===== config.mk =====
export PLATFORM = sky130hd
export DESIGN_NAME = user_time_editor
export DESIGN_NICKNAME = d
export VERILOG_FILES = /design/src/rtl/user_time_editor.sv
export SDC_FILE = /design/constraint.sdc
export NUM_CORES = 1
export LEC_CHECK = 0
export BUFFER_PORTS_ARGS = -buffer_cell sky130_fd_sc_hd__buf_2
export CAP_MARGIN = 10
export CORE_UTILIZATION = 25
export CTS_BUF_LIST = sky130_fd_sc_hd__clkbuf_8
export CTS_CLUSTER_SIZE = 30
export DETAILED_ROUTE_END_ITERATION = 6
export PLACE_DENSITY = 0.54
export SYNTH_ARGS = -nofsm -noshare
export SYNTH_HDL_FRONTEND = slang
export SYNTH_SLANG_ARGS = --single-unit

===== constraint.sdc =====
create_clock -name clk -period 6.3 [get_ports clk]
set_input_delay 0 -clock clk [delete_from_list [all_inputs] [get_ports clk]]
set_output_delay 0 -clock clk [all_outputs]
set_load 0.02 [all_outputs]

===== src/rtl/user_time_editor.sv =====
// Push-button editor for the clock/date and timer BCD fields.
// Seeds from the RTC on entry and requests a commit on exit.
module user_time_editor #(
    parameter int LEAP_EN = 1
) (
    input  logic       clk,
    input  logic       reset,
    input  logic       En_Escr,
    input  logic       En_clock,
    input  logic       btn_up,
    input  logic       btn_down,
    input  logic       btn_left,
    input  logic       btn_right,
    input  logic [7:0] seg_RTC,
    input  logic [7:0] min_RTC,
    input  logic [7:0] hora_RTC,
    input  logic [7:0] dia_RTC,
    input  logic [7:0] mes_RTC,
    input  logic [7:0] ano_RTC,
    input  logic [7:0] seg_T_RTC,
    input  logic [7:0] min_T_RTC,
    input  logic [7:0] hora_T_RTC,
    output logic [7:0] seg_usu,
    output logic [7:0] min_usu,
    output logic [7:0] hora_usu,
    output logic [7:0] dia_usu,
    output logic [7:0] mes_usu,
    output logic [7:0] ano_usu,
    output logic [7:0] seg_T_usu,
    output logic [7:0] min_T_usu,
    output logic [7:0] hora_T_usu,
    output logic [2:0] cursor,
    output logic       write_req
);

    typedef enum logic [1:0] {S_IDLE, S_SEED, S_EDIT} state_t;

    state_t     r_state, w_state_nxt;
    logic       r_escr_d, r_clk_d, r_wreq;
    logic [2:0] r_cursor, w_cursor_n;
    logic [7:0] r_seg, r_min, r_hora, r_dia, r_mes, r_ano;
    logic [7:0] r_segt, r_mint, r_horat;
    logic [7:0] w_seg_n, w_min_n, w_hora_n, w_dia_n, w_mes_n, w_ano_n;
    logic [7:0] w_segt_n, w_mint_n, w_horat_n;
    logic [7:0] w_dmax;
    logic [2:0] w_cmax;
    logic       w_wreq_n;

    wire w_rise = En_Escr & ~r_escr_d;
    wire w_tog  = En_clock ^ r_clk_d;
    wire w_up   = btn_up & ~btn_down;
    wire w_dn   = btn_down & ~btn_up;
    wire w_rt   = btn_right & ~btn_left;
    wire w_lf   = btn_left & ~btn_right;
    wire w_act  = (r_state == S_EDIT) && En_Escr;

    function automatic logic bcd_ok(input logic [7:0] v);
        return (v[7:4] <= 4'd9) && (v[3:0] <= 4'd9);
    endfunction

    // Invalid or out-of-range values snap to lo on up, hi on down.
    function automatic logic [7:0] bcd_step(input logic [7:0] v,
                                            input logic [7:0] lo,
                                            input logic [7:0] hi,
                                            input logic       up);
        logic bad;
        bad = !bcd_ok(v) || (v < lo) || (v > hi);
        if (up) begin
            if (bad || v == hi) return lo;
            if (v[3:0] == 4'd9) return {v[7:4] + 4'd1, 4'd0};
            return v + 8'd1;
        end
        if (bad || v == lo) return hi;
        if (v[3:0] == 4'd0) return {v[7:4] - 4'd1, 4'd9};
        return v - 8'd1;
    endfunction

    // BCD year TU is a multiple of 4 when (2T+U) mod 4 == 0.
    function automatic logic is_leap(input logic [7:0] a);
        logic [3:0] u;
        u = a[3:0];
        if (a[4]) return (u == 4'd2) || (u == 4'd6);
        return (u == 4'd0) || (u == 4'd4) || (u == 4'd8);
    endfunction

    function automatic logic [7:0] day_max(input logic [7:0] m,
                                           input logic [7:0] a);
        case (m)
            8'h02:   return (LEAP_EN != 0 && is_leap(a)) ? 8'h29 : 8'h28;
            8'h04, 8'h06, 8'h09, 8'h11: return 8'h30;
            default: return 8'h31;
        endcase
    endfunction

    always_ff @(posedge clk) begin
        if (reset) r_state <= S_IDLE;
        else       r_state <= w_state_nxt;
    end

    always_comb begin
        w_state_nxt = r_state;
        case (r_state)
            S_IDLE:  if (w_rise) w_state_nxt = S_SEED;
            S_SEED:  w_state_nxt = S_EDIT;
            S_EDIT:  if (!En_Escr) w_state_nxt = S_IDLE;
            default: w_state_nxt = S_IDLE;
        endcase
    end

    always_comb begin
        w_seg_n    = r_seg;
        w_min_n    = r_min;
        w_hora_n   = r_hora;
        w_dia_n    = r_dia;
        w_mes_n    = r_mes;
        w_ano_n    = r_ano;
        w_segt_n   = r_segt;
        w_mint_n   = r_mint;
        w_horat_n  = r_horat;
        w_cursor_n = r_cursor;
        w_wreq_n   = 1'b0;
        w_dmax     = 8'h31;
        w_cmax     = En_clock ? 3'd5 : 3'd2;
        if (r_state == S_SEED) begin
            w_seg_n    = seg_RTC;
            w_min_n    = min_RTC;
            w_hora_n   = hora_RTC;
            w_dia_n    = dia_RTC;
            w_mes_n    = mes_RTC;
            w_ano_n    = ano_RTC;
            w_segt_n   = seg_T_RTC;
            w_mint_n   = min_T_RTC;
            w_horat_n  = hora_T_RTC;
            w_cursor_n = 3'd0;
        end else if (r_state == S_EDIT && !En_Escr) begin
            w_wreq_n = 1'b1;
        end else if (w_act && w_tog) begin
            w_cursor_n = 3'd0;
        end else if (w_act) begin
            if (w_up || w_dn) begin
                if (En_clock) begin
                    case (r_cursor)
                        3'd0: w_seg_n  = bcd_step(r_seg, 8'h00, 8'h59, w_up);
                        3'd1: w_min_n  = bcd_step(r_min, 8'h00, 8'h59, w_up);
                        3'd2: w_hora_n = bcd_step(r_hora, 8'h00, 8'h23, w_up);
                        3'd3: w_dia_n  = bcd_step(r_dia, 8'h01,
                                                  day_max(r_mes, r_ano), w_up);
                        3'd4: w_mes_n  = bcd_step(r_mes, 8'h01, 8'h12, w_up);
                        3'd5: w_ano_n  = bcd_step(r_ano, 8'h00, 8'h99, w_up);
                        default: ;
                    endcase
                    // A month or year change may shorten the month.
                    w_dmax = day_max(w_mes_n, w_ano_n);
                    if ((r_cursor == 3'd4 || r_cursor == 3'd5) && r_dia > w_dmax)
                        w_dia_n = w_dmax;
                end else begin
                    case (r_cursor)
                        3'd0: w_segt_n  = bcd_step(r_segt, 8'h00, 8'h59, w_up);
                        3'd1: w_mint_n  = bcd_step(r_mint, 8'h00, 8'h59, w_up);
                        3'd2: w_horat_n = bcd_step(r_horat, 8'h00, 8'h23, w_up);
                        default: ;
                    endcase
                end
            end
            if (w_rt)
                w_cursor_n = (r_cursor >= w_cmax) ? 3'd0 : r_cursor + 3'd1;
            else if (w_lf)
                w_cursor_n = (r_cursor == 3'd0 || r_cursor > w_cmax) ?
                             w_cmax : r_cursor - 3'd1;
        end
    end

    always_ff @(posedge clk) begin
        if (reset) begin
            r_escr_d <= 1'b0;
            r_clk_d  <= 1'b0;
            r_wreq   <= 1'b0;
            r_cursor <= 3'd0;
            r_seg    <= 8'h00;
            r_min    <= 8'h00;
            r_hora   <= 8'h00;
            r_dia    <= 8'h01;
            r_mes    <= 8'h01;
            r_ano    <= 8'h00;
            r_segt   <= 8'h00;
            r_mint   <= 8'h00;
            r_horat  <= 8'h00;
        end else begin
            r_escr_d <= En_Escr;
            r_clk_d  <= En_clock;
            r_wreq   <= w_wreq_n;
            r_cursor <= w_cursor_n;
            r_seg    <= w_seg_n;
            r_min    <= w_min_n;
            r_hora   <= w_hora_n;
            r_dia    <= w_dia_n;
            r_mes    <= w_mes_n;
            r_ano    <= w_ano_n;
            r_segt   <= w_segt_n;
            r_mint   <= w_mint_n;
            r_horat  <= w_horat_n;
        end
    end

    assign seg_usu    = r_seg;
    assign min_usu    = r_min;
    assign hora_usu   = r_hora;
    assign dia_usu    = r_dia;
    assign mes_usu    = r_mes;
    assign ano_usu    = r_ano;
    assign seg_T_usu  = r_segt;
    assign min_T_usu  = r_mint;
    assign hora_T_usu = r_horat;
    assign cursor     = r_cursor;
    assign write_req  = r_wreq;

endmodule

==> flow_metrics.tcl <==
set metrics [dict create \
    setup_tns_ns 0 \
    cp-startpoint "mes_usu[2]" \
    tightest_slew_ns 0.839 \
    netlist_area_mm2 0.00846 \
    met3_usage 0.0241 \
    holdPathEnd "seg_T_usu[6]" \
    min_period_ns 5.46 \
    setup_slack_ns 0.845 \
    synth-seq-area-share 0.189 \
    worstPathRequired_ns 6.65 \
    synth_nets 1380 \
    min-delay-start "seg_T_RTC[6]" \
    netlist_instances 1239 \
    final_nets 1530 \
    worstHoldPathType "input port to flop" \
    finish.instance_area_mm2 0.0104 \
    grt-busiest-layer "met2" \
    yosys.cell_types.count 83 \
    irDropWorstVdd_uv 86.6 \
    synth.avg_cell_area_um2 6.83 \
    cts_root_buf "clkbuf_8" \
    cp-start-kind "flop" \
    first_pass_iters 5 \
    regToRegSetupSlack_ns 0.84 \
    dieArea_mm2 0.0346 \
    r2r_start "mes_usu[2]" \
    first_iter_violations 771 \
    hpwlAfterDp_mm 22.0 \
    slew_violations 0 \
    io_pins 156 \
    stdcell_count 1843 \
    finalPower_mw 1.47 \
    slew_headroom 0.440 \
    cp.arrival_ns 5.81 \
    remaining_drc_errors 0 \
    path_clk_slew_ns 0.10 \
    critPathKind "flop to flop" \
    power.leakage_nw 4.07 \
    hold_viol_final 0 \
    max_freq_ghz 0.183 \
    placedCellCount 1767 \
    clock_path_buffers 2 \
    synth-seq-cells 80 \
    cts_tree "done" \
    h-tree-depth 3 \
    finalSetupViolCount 0 \
    die_w_um 186 \
    grt_pass1_vias 9235 \
    place_area_mm2 0.00956 \
    async_reset_ff_frac 0 \
    synthToLayoutAreaGrowth_pct 22.5 \
    crit_fanout 22 \
    yosys_warnings 0 \
    groute.layer.met1.usage 0.248 \
    rows 67 \
    vias 9853 \
    status "complete, no violations" \
    cts_buffers 9 \
    finalWirelength_mm 31.4 \
    synth_flop_cell "dfxtp_1" \
    r2r_cells 16 \
    rsz0062_at_grt "no" \
    clock_latency_ns 0.42 \
    skew_ns 0.0185 \
    initial_utilization 0.253 \
    die_y_um 186 \
    hold_depth 4 \
    end_kind "flop" \
    timing.final.crit_share 0.866 \
    place_congestion 0.878 \
    drive_gt1_frac 0.148 \
    clock_sinks 80 \
    final_antenna_net_count 0 \
    pre_cts_slack_ns 1.01 \
    core-area_mm2 0.0334 \
    synth_edf_count 0 \
    drt-wirelength-per-cell_um 17.0 \
    r2r-end "dia_usu[0]" \
    viasPerCell 5.35 \
    grt_overflow 0 \
    antenna_found_initial 1 \
    grt_max_degree 71 \
    port_buffers 155 \
    p_per_area_mw_per_mm2 142 \
    grt_use_total 0.182 \
    grt_pass1_wl_mm 49.8 \
    globalRouteMet2Util 0.293 \
    cap_viol_max_count 0 \
]
[per-stage QoR]
stage	utilization	hold slack [ns]
final	0.310	0.0171
after global routing	0.310	0.0100
after CTS	0.310	0.00145
after detailed placement	0.286	0.213
after global placement	0.286	0.208
after floorplan	-	0.0789
[routing by layer]
layer / part of all wire / wire, um
met1: 0.48 / 15100
met2: 0.45 / 14200
met5: 0 / 0
met3: 0.043 / 1340
met4: 0.023 / 710
[power by group]
part / switching (mW) / internal (mW)
clock network: 0.232 / 0.225
registers: 0.0400 / 0.522
logic: 0.269 / 0.184
total: 0.540 / 0.930
[cells in the final DEF, fill, tap and decap left out, drive strengths merged, types with 5 or more instances in the layout]
cell	count
nor2	169
buf	166
a21oi	130
nand2	122
dfxtp	80
o21ai	64
ha	61
inv	59
dlygate4sd3	59
nor3	46
a211oi	41
nand3	37
o211ai	32
xnor2	24
nand4	16
a31oi	16
a22oi	15
clkbuf	13
nor2b	13
or3	12
nor4	12
o221ai	11
and2	11
o22ai	10
a221oi	10
o31ai	9
a21o	9
nand2b	9
and3	8
nand3b	8
mux2i	8
o21bai	8
o2111ai	8
a22o	6
mux2	6
a311oi	5
nor4b	5
[flip-flops by register name, summed over array words and instances (netlist names)]
| signal | count |
|---|---|
| seg_T_usu | 8 |
| write_req | 1 |
| min_usu | 8 |
| ano_usu | 8 |
| hora_usu | 8 |
| hora_T_usu | 8 |
| mes_usu | 8 |
| dia_usu | 8 |
| cursor | 3 |
| seg_usu | 8 |
| r_escr_d | 1 |
| r_clk_d | 1 |
| r_state | 2 |
| min_T_usu | 8 |
[logic make-up (layout without fill, tap and decap cells)]
| group | after synthesis | in the layout | synth area share |
|---|---|---|---|
| XOR/XNOR | 28 | 28 | 0.0290 |
| AND/OR/NAND/NOR | 487 | 487 | 0.272 |
| other | 0 | 1 | 0 |
| adder cells (fa/ha/maj) | 61 | 61 | 0.0902 |
| flip-flops | 80 | 80 | 0.189 |
| buffers and inverters | 144 | 299 | 0.0664 |
| AO/OA/AOI/OAI | 425 | 425 | 0.335 |
| multiplexers | 14 | 14 | 0.0174 |
[worst max path at each step]
stage            endpoint  slack [ns]  depth (start not counted)
6_report       dia_usu[0]        0.84                         16
5_1_grt        dia_usu[3]        0.32                         16
4_1_cts        dia_usu[0]        0.97                         16
3_5_place_dp   dia_usu[0]        1.01                         16
3_3_place_gp   dia_usu[0]        1.17                         16
2_1_floorplan  dia_usu[5]        1.80                         18
[synth_stat cells, types with 24 or more instances]
cell      instances  area share
dfxtp_1          80        0.19
nand3_1          37       0.022
o21ai_0          63       0.037
a211oi_1         41       0.036
xnor2_1          24       0.025
inv_1            58       0.026
nor3_1           44       0.026
nand2_1         122       0.054
a21oi_1         130       0.077
ha_1             61       0.090
o211ai_1         32       0.028
clkbuf_1         69       0.031
nor2_1          169       0.075
[layout make-up]
| type | instances | area (um^2) |
|---|---|---|
| Antenna cell | 1 | 2.50 |
| Timing Repair Buffer | 225 | 1450 |
| Clock buffer | 13 | 179 |
| Fill cell | 3714 | 23100 |
| Tap cell | 448 | 561 |
| Sequential cell | 80 | 1600 |
| Clock inverter | 3 | 38.8 |
| Inverter | 58 | 218 |
| Multi-Input combinational cell | 1015 | 6320 |
[worst max-delay path: stages, from the launching register on]
cell and delay [ns]:
dfxtp_1 0.85, nor2_1 0.21, a221oi_4 0.62, o31ai_1 0.18
a221oi_1 0.66, nand2b_1 0.20, nor3_4 0.31, inv_1 0.08
ha_1 0.29, a21boi_1 0.14, o21a_1 0.17, o221ai_1 0.16
a22oi_1 0.25, o31ai_1 0.75, a21oi_1 0.21, nand3_1 0.14
a2bb2oi_1 0.16
[timing repair]
item / in CTS / in global routing
hold buffers: 59 / 0
resized for setup: 0 / 0
buffers inserted: 0 / 0
hold endpoints to repair: 62 / 0
Power figures use the tool's default switching activity.
